## config.mk

```make
export PLATFORM = sky130hd
export DESIGN_NAME = cache_arbiter
export DESIGN_NICKNAME = d
export VERILOG_FILES = /design/src/rtl/cache_arbiter.sv
export SDC_FILE = /design/constraint.sdc
export NUM_CORES = 1
export LEC_CHECK = 0
export CAP_MARGIN = 25
export CORE_AREA = 2 2 685 687
export DETAILED_ROUTE_END_ITERATION = 8
export DIE_AREA = 0 0 687 689
export GPL_ROUTABILITY_DRIVEN = 1
export PLACE_DENSITY_LB_ADDON = 0.2
export SYNTH_ARGS = -nofsm -noshare
export SYNTH_HDL_FRONTEND = slang
export SYNTH_SLANG_ARGS = --single-unit
export TNS_END_PERCENT = 50
```

## constraint.sdc

```tcl
create_clock -name clk -period 2.1 [get_ports clk]
set_input_delay 0.63 -clock clk [delete_from_list [all_inputs] [get_ports clk]]
set_output_delay 0.63 -clock clk [all_outputs]
set_load 0.02 [all_outputs]
```

## src/rtl/cache_arbiter.sv

```systemverilog
// ----------------------------------------------------------------------------
// cache_arbiter
//
// Lets the instruction cache and the data cache share one physical-memory port
// (the cacheline adaptor). One cache is granted at a time. Its request is
// latched into transaction registers and held on the memory side until the
// adaptor responds. When both caches request together, the grant alternates
// round-robin so that neither cache can starve.
//
// Ports
//   clk, rst_n                     clock, synchronous active-low reset
//   i_pmem_read/write/address/wdata  I-cache request (level, held until resp)
//   i_pmem_rdata, i_pmem_resp        I-cache return line and completion pulse
//   d_pmem_*                         the same set for the D-cache
//   mem_read/write/address/wdata     request to the cacheline adaptor
//   mem_rdata, mem_resp              adaptor return line and completion pulse
//   grant_i_count, grant_d_count     completed transactions per cache
//   conflict_count                   IDLE cycles in which both caches requested
// ----------------------------------------------------------------------------
module cache_arbiter #(
    parameter int ADDR_W = 32,
    parameter int LINE_W = 256
) (
    input  logic              clk,
    input  logic              rst_n,

    input  logic              i_pmem_read,
    input  logic              i_pmem_write,
    input  logic [ADDR_W-1:0] i_pmem_address,
    input  logic [LINE_W-1:0] i_pmem_wdata,
    output logic [LINE_W-1:0] i_pmem_rdata,
    output logic              i_pmem_resp,

    input  logic              d_pmem_read,
    input  logic              d_pmem_write,
    input  logic [ADDR_W-1:0] d_pmem_address,
    input  logic [LINE_W-1:0] d_pmem_wdata,
    output logic [LINE_W-1:0] d_pmem_rdata,
    output logic              d_pmem_resp,

    output logic              mem_read,
    output logic              mem_write,
    output logic [ADDR_W-1:0] mem_address,
    output logic [LINE_W-1:0] mem_wdata,
    input  logic [LINE_W-1:0] mem_rdata,
    input  logic              mem_resp,

    output logic [31:0]       grant_i_count,
    output logic [31:0]       grant_d_count,
    output logic [31:0]       conflict_count
);

    typedef enum logic [1:0] {IDLE, SERVE_I, SERVE_D} state_e;
    typedef enum logic       {GRANT_I, GRANT_D}        grant_e;

    // Byte offset within a line; these address bits never reach memory.
    localparam logic [ADDR_W-1:0] LINE_OFF_MASK = ADDR_W'(LINE_W / 8 - 1);

    state_e              state_q;
    grant_e              last_grant_q;
    logic                mem_read_q;
    logic                mem_write_q;
    logic [ADDR_W-1:0]   addr_q;
    logic [LINE_W-1:0]   wdata_q;
    logic [31:0]         grant_i_count_q;
    logic [31:0]         grant_d_count_q;
    logic [31:0]         conflict_count_q;

    // Arbitration decision, only acted upon in IDLE.
    logic                req_i_d;
    logic                req_d_d;
    logic                conflict_d;
    logic                pick_d_d;
    logic                sel_read_d;
    logic                sel_write_d;
    logic [ADDR_W-1:0]   sel_addr_d;
    logic [LINE_W-1:0]   sel_wdata_d;

    // NOTE: every signal assigned in always_comb gets a value on every path
    // (here unconditionally), so no latch can be inferred.
    always_comb begin
        req_i_d     = i_pmem_read | i_pmem_write;
        req_d_d     = d_pmem_read | d_pmem_write;
        conflict_d  = req_i_d & req_d_d;
        // On a conflict the cache not granted last wins.
        pick_d_d    = req_d_d & (~req_i_d | (last_grant_q == GRANT_I));
        // Read and write together is illegal; the write is kept.
        sel_write_d = pick_d_d ? d_pmem_write : i_pmem_write;
        sel_read_d  = pick_d_d ? (d_pmem_read & ~d_pmem_write)
                               : (i_pmem_read & ~i_pmem_write);
        sel_addr_d  = (pick_d_d ? d_pmem_address : i_pmem_address) & ~LINE_OFF_MASK;
        sel_wdata_d = pick_d_d ? d_pmem_wdata : i_pmem_wdata;
    end

    // NOTE: all sequential state uses non-blocking assignments so every
    // register samples pre-edge values regardless of statement order.
    always_ff @(posedge clk) begin
        if (!rst_n) begin
            state_q          <= IDLE;
            last_grant_q     <= GRANT_I;
            mem_read_q       <= 1'b0;
            mem_write_q      <= 1'b0;
            addr_q           <= '0;
            wdata_q          <= '0;
            grant_i_count_q  <= '0;
            grant_d_count_q  <= '0;
            conflict_count_q <= '0;
        end else begin
            unique case (state_q)
                IDLE: begin
                    // A mem_resp seen here is spurious and falls through.
                    if (req_i_d | req_d_d) begin
                        state_q     <= pick_d_d ? SERVE_D : SERVE_I;
                        mem_read_q  <= sel_read_d;
                        mem_write_q <= sel_write_d;
                        addr_q      <= sel_addr_d;
                        wdata_q     <= sel_wdata_d;
                        if (conflict_d) begin
                            conflict_count_q <= conflict_count_q + 32'd1;
                        end
                    end
                end
                SERVE_I: begin
                    if (mem_resp) begin
                        state_q         <= IDLE;
                        mem_read_q      <= 1'b0;
                        mem_write_q     <= 1'b0;
                        last_grant_q    <= GRANT_I;
                        grant_i_count_q <= grant_i_count_q + 32'd1;
                    end
                end
                SERVE_D: begin
                    if (mem_resp) begin
                        state_q         <= IDLE;
                        mem_read_q      <= 1'b0;
                        mem_write_q     <= 1'b0;
                        last_grant_q    <= GRANT_D;
                        grant_d_count_q <= grant_d_count_q + 32'd1;
                    end
                end
                default: begin
                    state_q     <= IDLE;
                    mem_read_q  <= 1'b0;
                    mem_write_q <= 1'b0;
                end
            endcase
        end
    end

    // Memory side comes only from the transaction registers.
    assign mem_read       = mem_read_q;
    assign mem_write      = mem_write_q;
    assign mem_address    = addr_q;
    assign mem_wdata      = wdata_q;

    // Zero-latency response path back to the granted cache.
    assign i_pmem_resp    = (state_q == SERVE_I) & mem_resp;
    assign d_pmem_resp    = (state_q == SERVE_D) & mem_resp;
    assign i_pmem_rdata   = mem_rdata;
    assign d_pmem_rdata   = mem_rdata;

    assign grant_i_count  = grant_i_count_q;
    assign grant_d_count  = grant_d_count_q;
    assign conflict_count = conflict_count_q;

endmodule
```

---- Word level (Yosys, flattened, before mapping) ----
Cells that the tools add are included.
storage, ports and cells
  logic and storage cells ................. 56
  output and inout port bits .............. 900
  bits in registers ....................... 384
  input bits .............................. 839
operators by class
  bitwise logic cells ..................... 14
  reduce and logical (&&, ||, !) cells .... 9
  eq/ne operators ......................... 6
  mux-type cells .......................... 15
  add/sub/neg operators ................... 3
operators by type and width
  kind                     count
  $mux W256                1
  $add A32 B1 Y32 const B  3
  $mux W32                 1
  $reduce_and A2 Y1        4
  $and A1 B1 Y1            6
  $mux W1                  6
  $mux W2                  3
  $ne A2 B2 Y1 const B     3
  $pmux W1 S2              3
  $reduce_and A3 Y1        2
  $not A1 Y1               4
  $or A1 B1 Y1             4
  $pmux W2 S2              1
  $eq A2 B1 Y1 const B     1
  $eq A2 B2 Y1 const B     1
  $logic_not A2 Y1         1
  $ne A2 B1 Y1 const B     1
  $reduce_bool A2 Y1       1
  $reduce_or A2 Y1         1

---- Longest topological paths before layout ----
Gate-level depths: netlist of run 1.
  depth in word-level cells ............... 7
  gate-level depth with buffers ........... 9
  gate-level depth less buffers ........... 7

---- Worst setup path after synthesis of run 1 ----
Ideal clock, no wire load.
  path kind ............................... reg2reg
  start point ............................. reg conflict_count_q[0], in the netlist conflict_count[0]
  end point ............................... reg conflict_count_q[30], in the netlist conflict_count[30]
  period minus slack after synthesis ...... 1831 ps
  buffers on the path ..................... 0
  setup slack ............................. 269 ps
  stages on the path, launching flop included .. 7
  data arrival time ....................... 1761 ps
  setup time .............................. 70 ps
  required time ........................... 2030 ps
  cell sequence ........................... dfxtp_1 -> ha_1 -> inv_1 -> nor3_2 -> nand4_2 -> or3_1 -> a21oi_1
on the way
  word-level cells in the longest chain between the ends .. 1
RTL lines
  what                    RTL line  text
  from (decl)             67        logic [31:0] conflict_count_q;
  from (signal assigned)  119       conflict_count_q <= conflict_count_q + 32'd1;
  $add A32 B1 Y32         119
Every way passes these cells.
A chain may end at the register's enable or synchronous reset.

---- Worst setup path after layout of run 1 ----
  start point ............................. reg state_q[0]
  end point ............................... out i_pmem_resp
on the way
  word-level cells in the longest chain between the ends .. 2
RTL lines
  what                    RTL line  text
  from (decl)             59        state_e state_q;
  from (signal assigned)  113       state_q <= pick_d_d ? SERVE_D : SERVE_I;
  $eq A2 B1 Y1            157       assign i_pmem_resp = (state_q == SERVE_I) & mem_resp;
  $and A1 B1 Y1           157
  to (decl)               32        output logic i_pmem_resp,
Every way passes these cells.

==> impl_metrics.toml, run 1 <==
[yosys]
synth_top_area_cell = "dfxtp_1"
synth_edf_count = 0
synth_warnings = 0
synth_top_area_share = 0.374
synth_common_cells = "nand2_1, buf_4, dfxtp_1"
yosysSeqAreaShare = 0.374
synth_ff_type = "dfxtp_1"
syn_area_per_cell_sq_um = 7.82
synth-compound-area-share = 0.132
ys_ff_latch = 384
synth_fa_ha_area_frac = 0.00365
ys_top_cells_by_area = "dfxtp_1, buf_4, a311oi_1"
synth_area_sq_um = 20500
yosys.area_share.simple = 0.224
yosys.cell_count.top_type = "nand2_1"
synthMuxAreaShare = 0.000487
synth.distinct_cells = 48
async_reset_ff_frac = 0
syn-instance-count = 2626
synth_xor_area_frac = 0.0350
synth_top_family_by_area = "buffers and inverters"

[critical_path]
max_stage_delay_ns = 0.32
crit_type = "reg2out"
worstPathArrival_ns = 1.60
crit_fanout = 4
critPathCaptureType = "primary output"
cp-start-kind = "register"
worstPathCellList = "buf_4 > ha_4 > nand2_4 > inv_4 > buf_6"
cpMaxStageDelayCell = "dfxtp_2"
r2r_setup_slack_ns = 0.09
cp.required_ns = 1.47

[cells_and_area]
fillers = 54533
layout-drive-gt1-share = 0.266
num-nets-final = 4019
final_cells = 9438
syn_to_final_growth_pct = 86.6

[run]
max_cap_viol_count = 0

[global_route]
grt_pass1_wl_mm = 298
top_usage_layer = "met2"
overflow = 0
grt_max_degree = 68
first_global_vias = 21267
antenna_found_initial = 84
grt_use_met1 = 0.0976
met2_usage = 0.167
grtUsageMet3 = 0.0764
grt_use_total = 0.101

[floorplan]
die-area_sq_um = 473000
die_w_um = 687
coreArea_sq_um = 466000
die_height_um = 689
start_util = 0.0441
io_pins = 1739
core.rowCount = 251

[cts]
clk_pin_slew_ns = 0.05
numCtsBuffers = 58
cts.sink_count = 384
clk_latency_ns = 0.75
cts-htree-levels = 2
cts_tree = "built"
cts_hold_buf = 0
cts_max_path_buffers = 3
root_buffer = "clkbuf_16"

[drt]
wirelength_mm = 258
postRouteAntennaNets = 0
drt-pass1-iter-count = 5
drtIter0Drc = 1347
wl_per_cell_um = 27.3
drc = 0
via_count = 21686
via_per_inst = 2.30

[placed_design]
place.port_buffers = 955
dp_hpwl_mm = 224
dp_slack_ns = -0.988
gp_congestion = 0.825
dp.cells = 9271

[power]
power_density_nw_per_um2 = 850
vdd_drop_max_v = 0.000681
cellLeakagePower_uw = 0.0134

[sta]
grt_setup_unrepaired = "yes"
drv_slew = 0
fmax_mhz = 448
timing.final.crit_share = 1.06
final.setup_skew_ns = 0.0867
setup_ws_ns = -0.133
finalCriticalPeriod_ns = 2.23
hold_violations = 0
setup_viol = 2

[min_path]
min_path_type = "in2reg"

[status]
status = "complete, but fails checks"
violations = "setup timing"
[state kept, by name, summed over array words and instances (netlist names)]
signal and count:
mem_wdata 256, mem_write 1, grant_d_count 32, state_q 2, conflict_count 32, mem_read 1, grant_i_count 32, mem_address 27
last_grant_q 1
[worst max-delay path: cells and delay by family (launching register included)]
kind | cells | cell delay [ns]
adders and majority gates | 1 | 0.16
buffers and inverters | 3 | 0.32
DFF | 1 | 0.32
and+or+nand+nor | 1 | 0.07
[cells by family after synthesis]
family / count (synthesis)
adders and majority gates: 6
other: 1
AOI/OAI and AO/OA: 322
DFF: 384
xor gates and xnor gates: 82
buffers and inverters: 709
and+or+nand+nor: 1121
muxes: 1
[worst paths after layout]
kind                      startpoint                  to  cells past startpoint
setup / recovery          state_q[0]         i_pmem_resp                      5
hold / removal      i_pmem_wdata[79]       mem_wdata[79]                      3
setup reg to reg          state_q[0]       mem_wdata[43]                     10
hold reg to reg   conflict_count[31]  conflict_count[31]                      2
[final cells by class]
type,instances,area [sq um],share of cell area
multi-input combinational,1537,8260,0.215
tap,6198,7750,0.202
inverter,18,80.1,0.00209
sequential,384,7890,0.206
antenna,22,55.1,0.00144
timing repair buffer,1175,12300,0.322
clock inverter,19,272,0.00708
clock buffer,85,1690,0.0442
[per-layer routing]
layer	wire, um	share of wire
met5	323	0.0013
met4	8640	0.034
met3	40800	0.16
met2	121000	0.47
met1	87200	0.34
[metrics by stage]
step                hold WS [ns]  utilization  total power (uW)  TNS [ns]  instance area (sq um)
detailed placement         0.480       0.0771             21900   -266.99                  35900
global route               0.370       0.0821             34500    -0.564                  38300
finish                     0.430       0.0823             32600    -0.266                  38300
CTS                        0.278       0.0804             32800     -6.81                  37500
floorplan                  0.446            -             14500         0                  20600
global placement           0.481       0.0771             21900   -268.05                  35900
[power by group]
| group | internal (uW) | leakage (uW) | switching, uW |
|---|---|---|---|
| registers | 8410 | 0.00323 | 1160 |
| logic | 5090 | 0.00917 | 7370 |
| clock network | 6170 | 0.000972 | 4380 |
| total | 19700 | 0.0134 | 12900 |
[layout by cell type, fill, tap and decap left out, types with 12 or more instances in the layout]
cell type | synthesis | final
inv_1 | 18 | 13
dfxtp_1 | 384 | 251
xnor2_1 | 24 | 24
dfxtp_2 | 0 | 118
clkbuf_2 | 1 | 12
buf_2 | 83 | 105
clkbuf_16 | 0 | 73
xor2_1 | 58 | 58
nor2_1 | 377 | 377
dfxtp_4 | 0 | 15
buf_12 | 0 | 138
a21oi_1 | 18 | 18
a311oi_1 | 283 | 277
nand2_1 | 606 | 604
nand4_1 | 33 | 33
diode_2 | 0 | 22
clkbuf_8 | 0 | 14
buf_4 | 517 | 272
clkdlybuf4s50_1 | 0 | 571
clkbuf_1 | 75 | 13
buf_6 | 2 | 34
nand3_1 | 42 | 42
[timing repair]
item                        CTS  global route
setup endpoints to repair   411           288
setup buffers                 6            20
cloned                        0            16
pin swaps                    22             3
resized for setup          1182            78
Power figures use the tool's default switching activity.
==> run 2, diff against run 1 <==
CORE_AREA = 2 2 681 683   (was 2 2 685 687)
DIE_AREA = 0 0 683 685   (was 0 0 687 689)
DONT_BUFFER_PORTS = 1   (was unset)
==> run 2 against run 1 <==
Effect of this change: the flow still finishes with violations (setup timing); global-route usage about the same; count of clock-buffer cells in the layout up 7; clock power about the same; cell count down 4.1%; clock skew down 0.031 ns; first-iteration DRC count up 75%; utilization down 0.61 points; non-clock buffer count down 355; fmax down 2.3%; final area down 8.3%.
==> impl_metrics.toml, run 2 (synthesis results as in run 1) <==
[drt]
drtIter0Drc = 2360
drt-pass1-iter-count = 6
via_count = 21390
wl_per_cell_um = 27.9
postRouteAntennaNets = 0
wirelength_mm = 253
via_per_inst = 2.36
drc = 0

[sta]
setup_tns_ns = -3.28
grt_setup_unrepaired = "yes"
slew_headroom = 0.553
drv_slew = 0
setup_viol = 62
timing.final.crit_share = 1.09
final.setup_skew_ns = 0.0561
setup_ws_ns = -0.185
worst_slew_pin_slew_ns = 0.671
hold_violations = 0
fmax_mhz = 438
finalCriticalPeriod_ns = 2.28

[cells_and_area]
final_cell_mix = "nand2_1, dlygate4sd3_1, nor2_1, dfxtp_1, a311oi_1"
syn_to_final_growth_pct = 71.0
num-nets-final = 3663
largest_reg_flops = 256
layout-drive-gt1-share = 0.227
final_common_cell = "nand2_1"
final_cells = 9051
fillers = 53998

[cts]
clk_latency_ns = 0.80
cts_max_path_buffers = 3
cts_tree = "built"
clk_pin_slew_ns = 0.07
numCtsBuffers = 57
cts-htree-levels = 2
cts.sink_count = 384
root_buffer = "clkbuf_16"

[power]
switching_share = 0.418
pwr-share-comb = 0.324
power_density_nw_per_um2 = 894
power_switching_uw = 13100
p_int_uw = 18300
vdd_drop_max_v = 0.000562
seq_power_share = 0.353
cellLeakagePower_uw = 0.0117
clkPwrFrac = 0.323

[critical_path]
reg2reg_depth = 11
crit_fanout = 2
crit_type = "reg2out"
cp.required_ns = 1.47
worstPathArrival_ns = 1.65
critPathCaptureType = "primary output"
cp-start-kind = "register"
r2r_setup_slack_ns = -0.11

[placed_design]
dp.cells = 8425
gp_congestion = 0.918
dp_hpwl_mm = 218
place.port_buffers = 0

[global_route]
met2_usage = 0.165
grtUsageMet3 = 0.0825
first_global_vias = 19958
grt_use_total = 0.101
top_usage_layer = "met2"
antenna_found_initial = 75
overflow = 0
grt_pass1_wl_mm = 292
grt_use_met1 = 0.0932
grt_max_degree = 78

[floorplan]
die_w_um = 683
io_pins = 1739
die_height_um = 685
core.rowCount = 250
coreArea_sq_um = 461000
die-area_sq_um = 468000
start_util = 0.0445

[run]
max_cap_viol_count = 0

[status]
violations = "setup timing"
status = "complete, but fails checks"

[min_path]
holdPathStages = 2
min_path_type = "in2reg"
## run 2: cell count changes in the layout (fill, tap and decap cells not counted), moves of 10 or more
cell             before  now
a311oi_1            277  224
a311oi_2              6   59
buf_12              138   55
buf_2               105    0
buf_4               272  211
buf_6                34   60
buf_8                 2   13
clkbuf_2             12    0
clkdlybuf4s50_1     571    0
dfxtp_1             251  295
dfxtp_2             118   84
dfxtp_4              15    5
dlygate4sd3_1         0  445
## run 2: stage by stage
stage | setup WS (ns) | util | cell area, sq um | power [uW] | hold slack (ns)
floorplan | 0.269 | - | 20600 | 14500 | 0.446
global placement | -0.266 | 0.0571 | 26300 | 18600 | 0.508
detailed placement | -0.290 | 0.0571 | 26300 | 18600 | 0.500
CTS | -0.345 | 0.0730 | 33700 | 31000 | 0.00178
global route | -0.301 | 0.0761 | 35100 | 33100 | 0.0367
finish | -0.185 | 0.0762 | 35100 | 31400 | 0.0671
## run 2: power groups by stage
stage                     clock, uW  sequential (uW)  combinational (uW)
after floorplan                   0            10300                4200
after global placement            0            11000                7550
after detailed placement          0            11000                7560
after CTS                     10700            11000                9270
after global routing          10800            11100               11100
final                         10200            11100               10200
## run 2: critical path: stages, from the launching register on
cell,delay (ns)
dfxtp_2,0.33
inv_2,0.04
buf_6,0.11
ha_4,0.16
nand2_4,0.06
clkinvlp_4,0.21
## run 2: cell type report
type | count | area, sq um | area share
Antenna cell | 13 | 32.5 | 0.000926
Timing Repair Buffer | 820 | 8940 | 0.255
Tap cell | 6174 | 7720 | 0.220
Clock inverter | 13 | 150 | 0.00427
Multi-Input combinational cell | 1537 | 8650 | 0.246
Clock buffer | 92 | 1740 | 0.0495
Sequential cell | 384 | 7810 | 0.222
Inverter | 18 | 82.6 | 0.00235
## run 2: layer usage
metal	share of wire	up-vias
li1	-	8794
met4	0.039	34
met5	0.0039	-
met1	0.32	10405
met3	0.18	414
met2	0.46	1743
## run 2: final timing paths
| kind | endpoint | from |
|---|---|---|
| hold reg to reg | mem_wdata[140] | mem_wdata[140] |
| setup reg to reg | mem_address[17] | state_q[0] |
| setup / recovery | d_pmem_resp | state_q[0] |
| hold / removal | mem_wdata[53] | i_pmem_wdata[53] |
## run 2: what timing repair did
| action | 4_1_cts | 5_1_grt |
|---|---|---|
| gates resized for setup | 240 | 126 |
| endpoints found under the setup margin | 156 | 240 |
| hold buffers | 445 | 0 |
| setup buffers | 8 | 23 |
| hold endpoints to repair | 274 | 0 |
| gates cloned | 6 | 28 |
| pin swaps | 6 | 146 |
==> run 3, diff against run 2 <==
GPL_TIMING_DRIVEN = 0   (was unset)
==> run 3 against run 2 <==
Effect of this change: largest power group unchanged; highest routed layer unchanged; total power up 15%; critical path depth down 1; routed wire length up 15%; the run still ends with setup timing left; non-clock buffer count up 438; cell count up 5.4%.
==> impl_metrics.toml, run 3 (synthesis results as in run 1) <==
[sta]
timing.final.crit_share = 1.10
setup_ws_ns = -0.213
hold_violations = 0
setup_viol = 14
drv_slew = 0
final.setup_skew_ns = 0.0360
timing.hold.ws_ns = 0.0655
slew_headroom = 0.241
worst_slew_pin_slew_ns = 1.14
setup_tns_ns = -0.621
fmax_mhz = 432
grt_setup_unrepaired = "yes"
finalCriticalPeriod_ns = 2.31

[floorplan]
coreArea_sq_um = 461000
io_pins = 1739
core.rowCount = 250
start_util = 0.0445
die_height_um = 685
die-area_sq_um = 468000
die_w_um = 683

[cts]
root_buffer = "clkbuf_16"
cts.sink_count = 384
clk_pin_slew_ns = 0.06
numCtsBuffers = 58
cts_tree = "built"
cts_max_path_buffers = 3
cts-htree-levels = 2
clk_latency_ns = 0.75

[power]
pwr-share-comb = 0.358
power_density_nw_per_um2 = 890
switching_share = 0.446
cellLeakagePower_uw = 0.0140
power_switching_uw = 16100
clkPwrFrac = 0.284
vdd_drop_max_v = 0.000687
p_int_uw = 20000
seq_power_share = 0.358

[cells_and_area]
layout-drive-gt1-share = 0.418
largest_reg_flops = 256
final_common_cell = "nand2_1"
fillers = 53796
syn_to_final_growth_pct = 97.1
multiInputGateArea_sq_um = 10000
seq_area_sq_um = 8030
num-nets-final = 4102
final_cell_mix = "nand2_1, buf_4, dlygate4sd3_1, nor2_1, dfxtp_1"

[global_route]
first_global_vias = 22933
overflow = 0
grt_pass1_wl_mm = 340
antenna_found_initial = 148
grt_use_total = 0.118
grt_max_degree = 16

[min_path]
min_from = "i_pmem_wdata[32]"
holdPathStages = 2
hold_end = "mem_wdata[32]"
min_path_type = "in2reg"

[critical_path]
worstPathArrival_ns = 1.68
critPathCaptureType = "primary output"
crit_fanout = 4
cp-start-kind = "register"
reg2reg_depth = 12
r2r_setup_slack_ns = -0.06
crit_type = "reg2out"
cp.required_ns = 1.47
r2r_start = "state_q[1]"
reg2reg_to = "mem_wdata[12]"

[status]
status = "complete, but fails checks"
violations = "setup timing"

[drt]
top_layer = "met5"
wl_per_cell_um = 30.5
via_count = 23854
wl_met1_mm = 107
postRouteAntennaNets = 0
wirelength_mm = 291
drc = 0
met2_length_mm = 141
drtIter0Drc = 1845
met3_wirelength_mm = 33.4
drt-pass1-iter-count = 5
via_per_inst = 2.50

[placed_design]
place.port_buffers = 0
dp_hpwl_mm = 257
gp_congestion = 1.11

[run]
max_cap_viol_count = 0
[run 3: how the worst max path moves through the flow]
stage	from	endpoint	slack, ns	depth (start not counted)
6_report	state_q[0]	d_pmem_resp	-0.21	4
5_1_grt	state_q[0]	d_pmem_resp	-0.32	4
4_1_cts	state_q[0]	i_pmem_resp	-0.35	4
3_5_place_dp	d_pmem_write	mem_wdata[47]	-1.72	6
3_3_place_gp	state_q[0]	mem_wdata[130]	-2.91	8
2_1_floorplan	conflict_count[0]	conflict_count[30]	0.27	6
[run 3: cell type report]
cell class,count,share of cell area
multi-input cells,1537,0.248
flip-flops and latches,384,0.198
well taps,6174,0.191
repair buffers,581,0.175
plain buffers,677,0.136
clock buffers,82,0.0395
clock inverters,19,0.00602
diodes,71,0.00439
inverters,18,0.00192
[run 3: worst max-delay path: stages, from the launching register on]
cell,delay [ns]
dfxtp_2,0.35
inv_2,0.07
ha_4,0.17
nand2_4,0.08
clkinvlp_4,0.26
[run 3: metrics by stage]
| stage | utilization | area, sq um | setup slack [ns] | power, uW | std cells |
|---|---|---|---|---|---|
| floorplan | - | 20600 | 0.269 | 14500 | 2630 |
| global placement | 0.0613 | 28300 | -2.91 | 20500 | 8804 |
| detailed placement | 0.0633 | 29200 | -1.72 | 21100 | 8844 |
| CTS | 0.0842 | 38800 | -0.350 | 36000 | 9451 |
| global route | 0.0876 | 40400 | -0.319 | 37600 | 9514 |
| finish | 0.0878 | 40500 | -0.213 | 36000 | 9543 |
[run 3: timing repair]
action	CTS	global route
cloned	26	8
resized for setup	646	381
pin swaps	117	135
hold buffers	429	0
setup buffers	53	40
setup endpoints to repair	539	414
endpoints found under the hold margin	261	0
[run 3: power by group through the flow]
stage / combinational [uW] / clock, uW / sequential [uW]
floorplan: 4200 / 0 / 10300
global route: 13600 / 10800 / 13200
finish: 12900 / 10300 / 12900
CTS: 12400 / 10700 / 13000
global placement: 6800 / 0 / 13700
detailed placement: 8160 / 0 / 12900
[run 3: layer usage]
layer | vias to the layer above | global-route usage
met1 | 12050 | 0.129
met4 | 66 | 0.0335
li1 | 9794 | -
met3 | 361 | 0.0569
met5 | - | 0
met2 | 1583 | 0.203
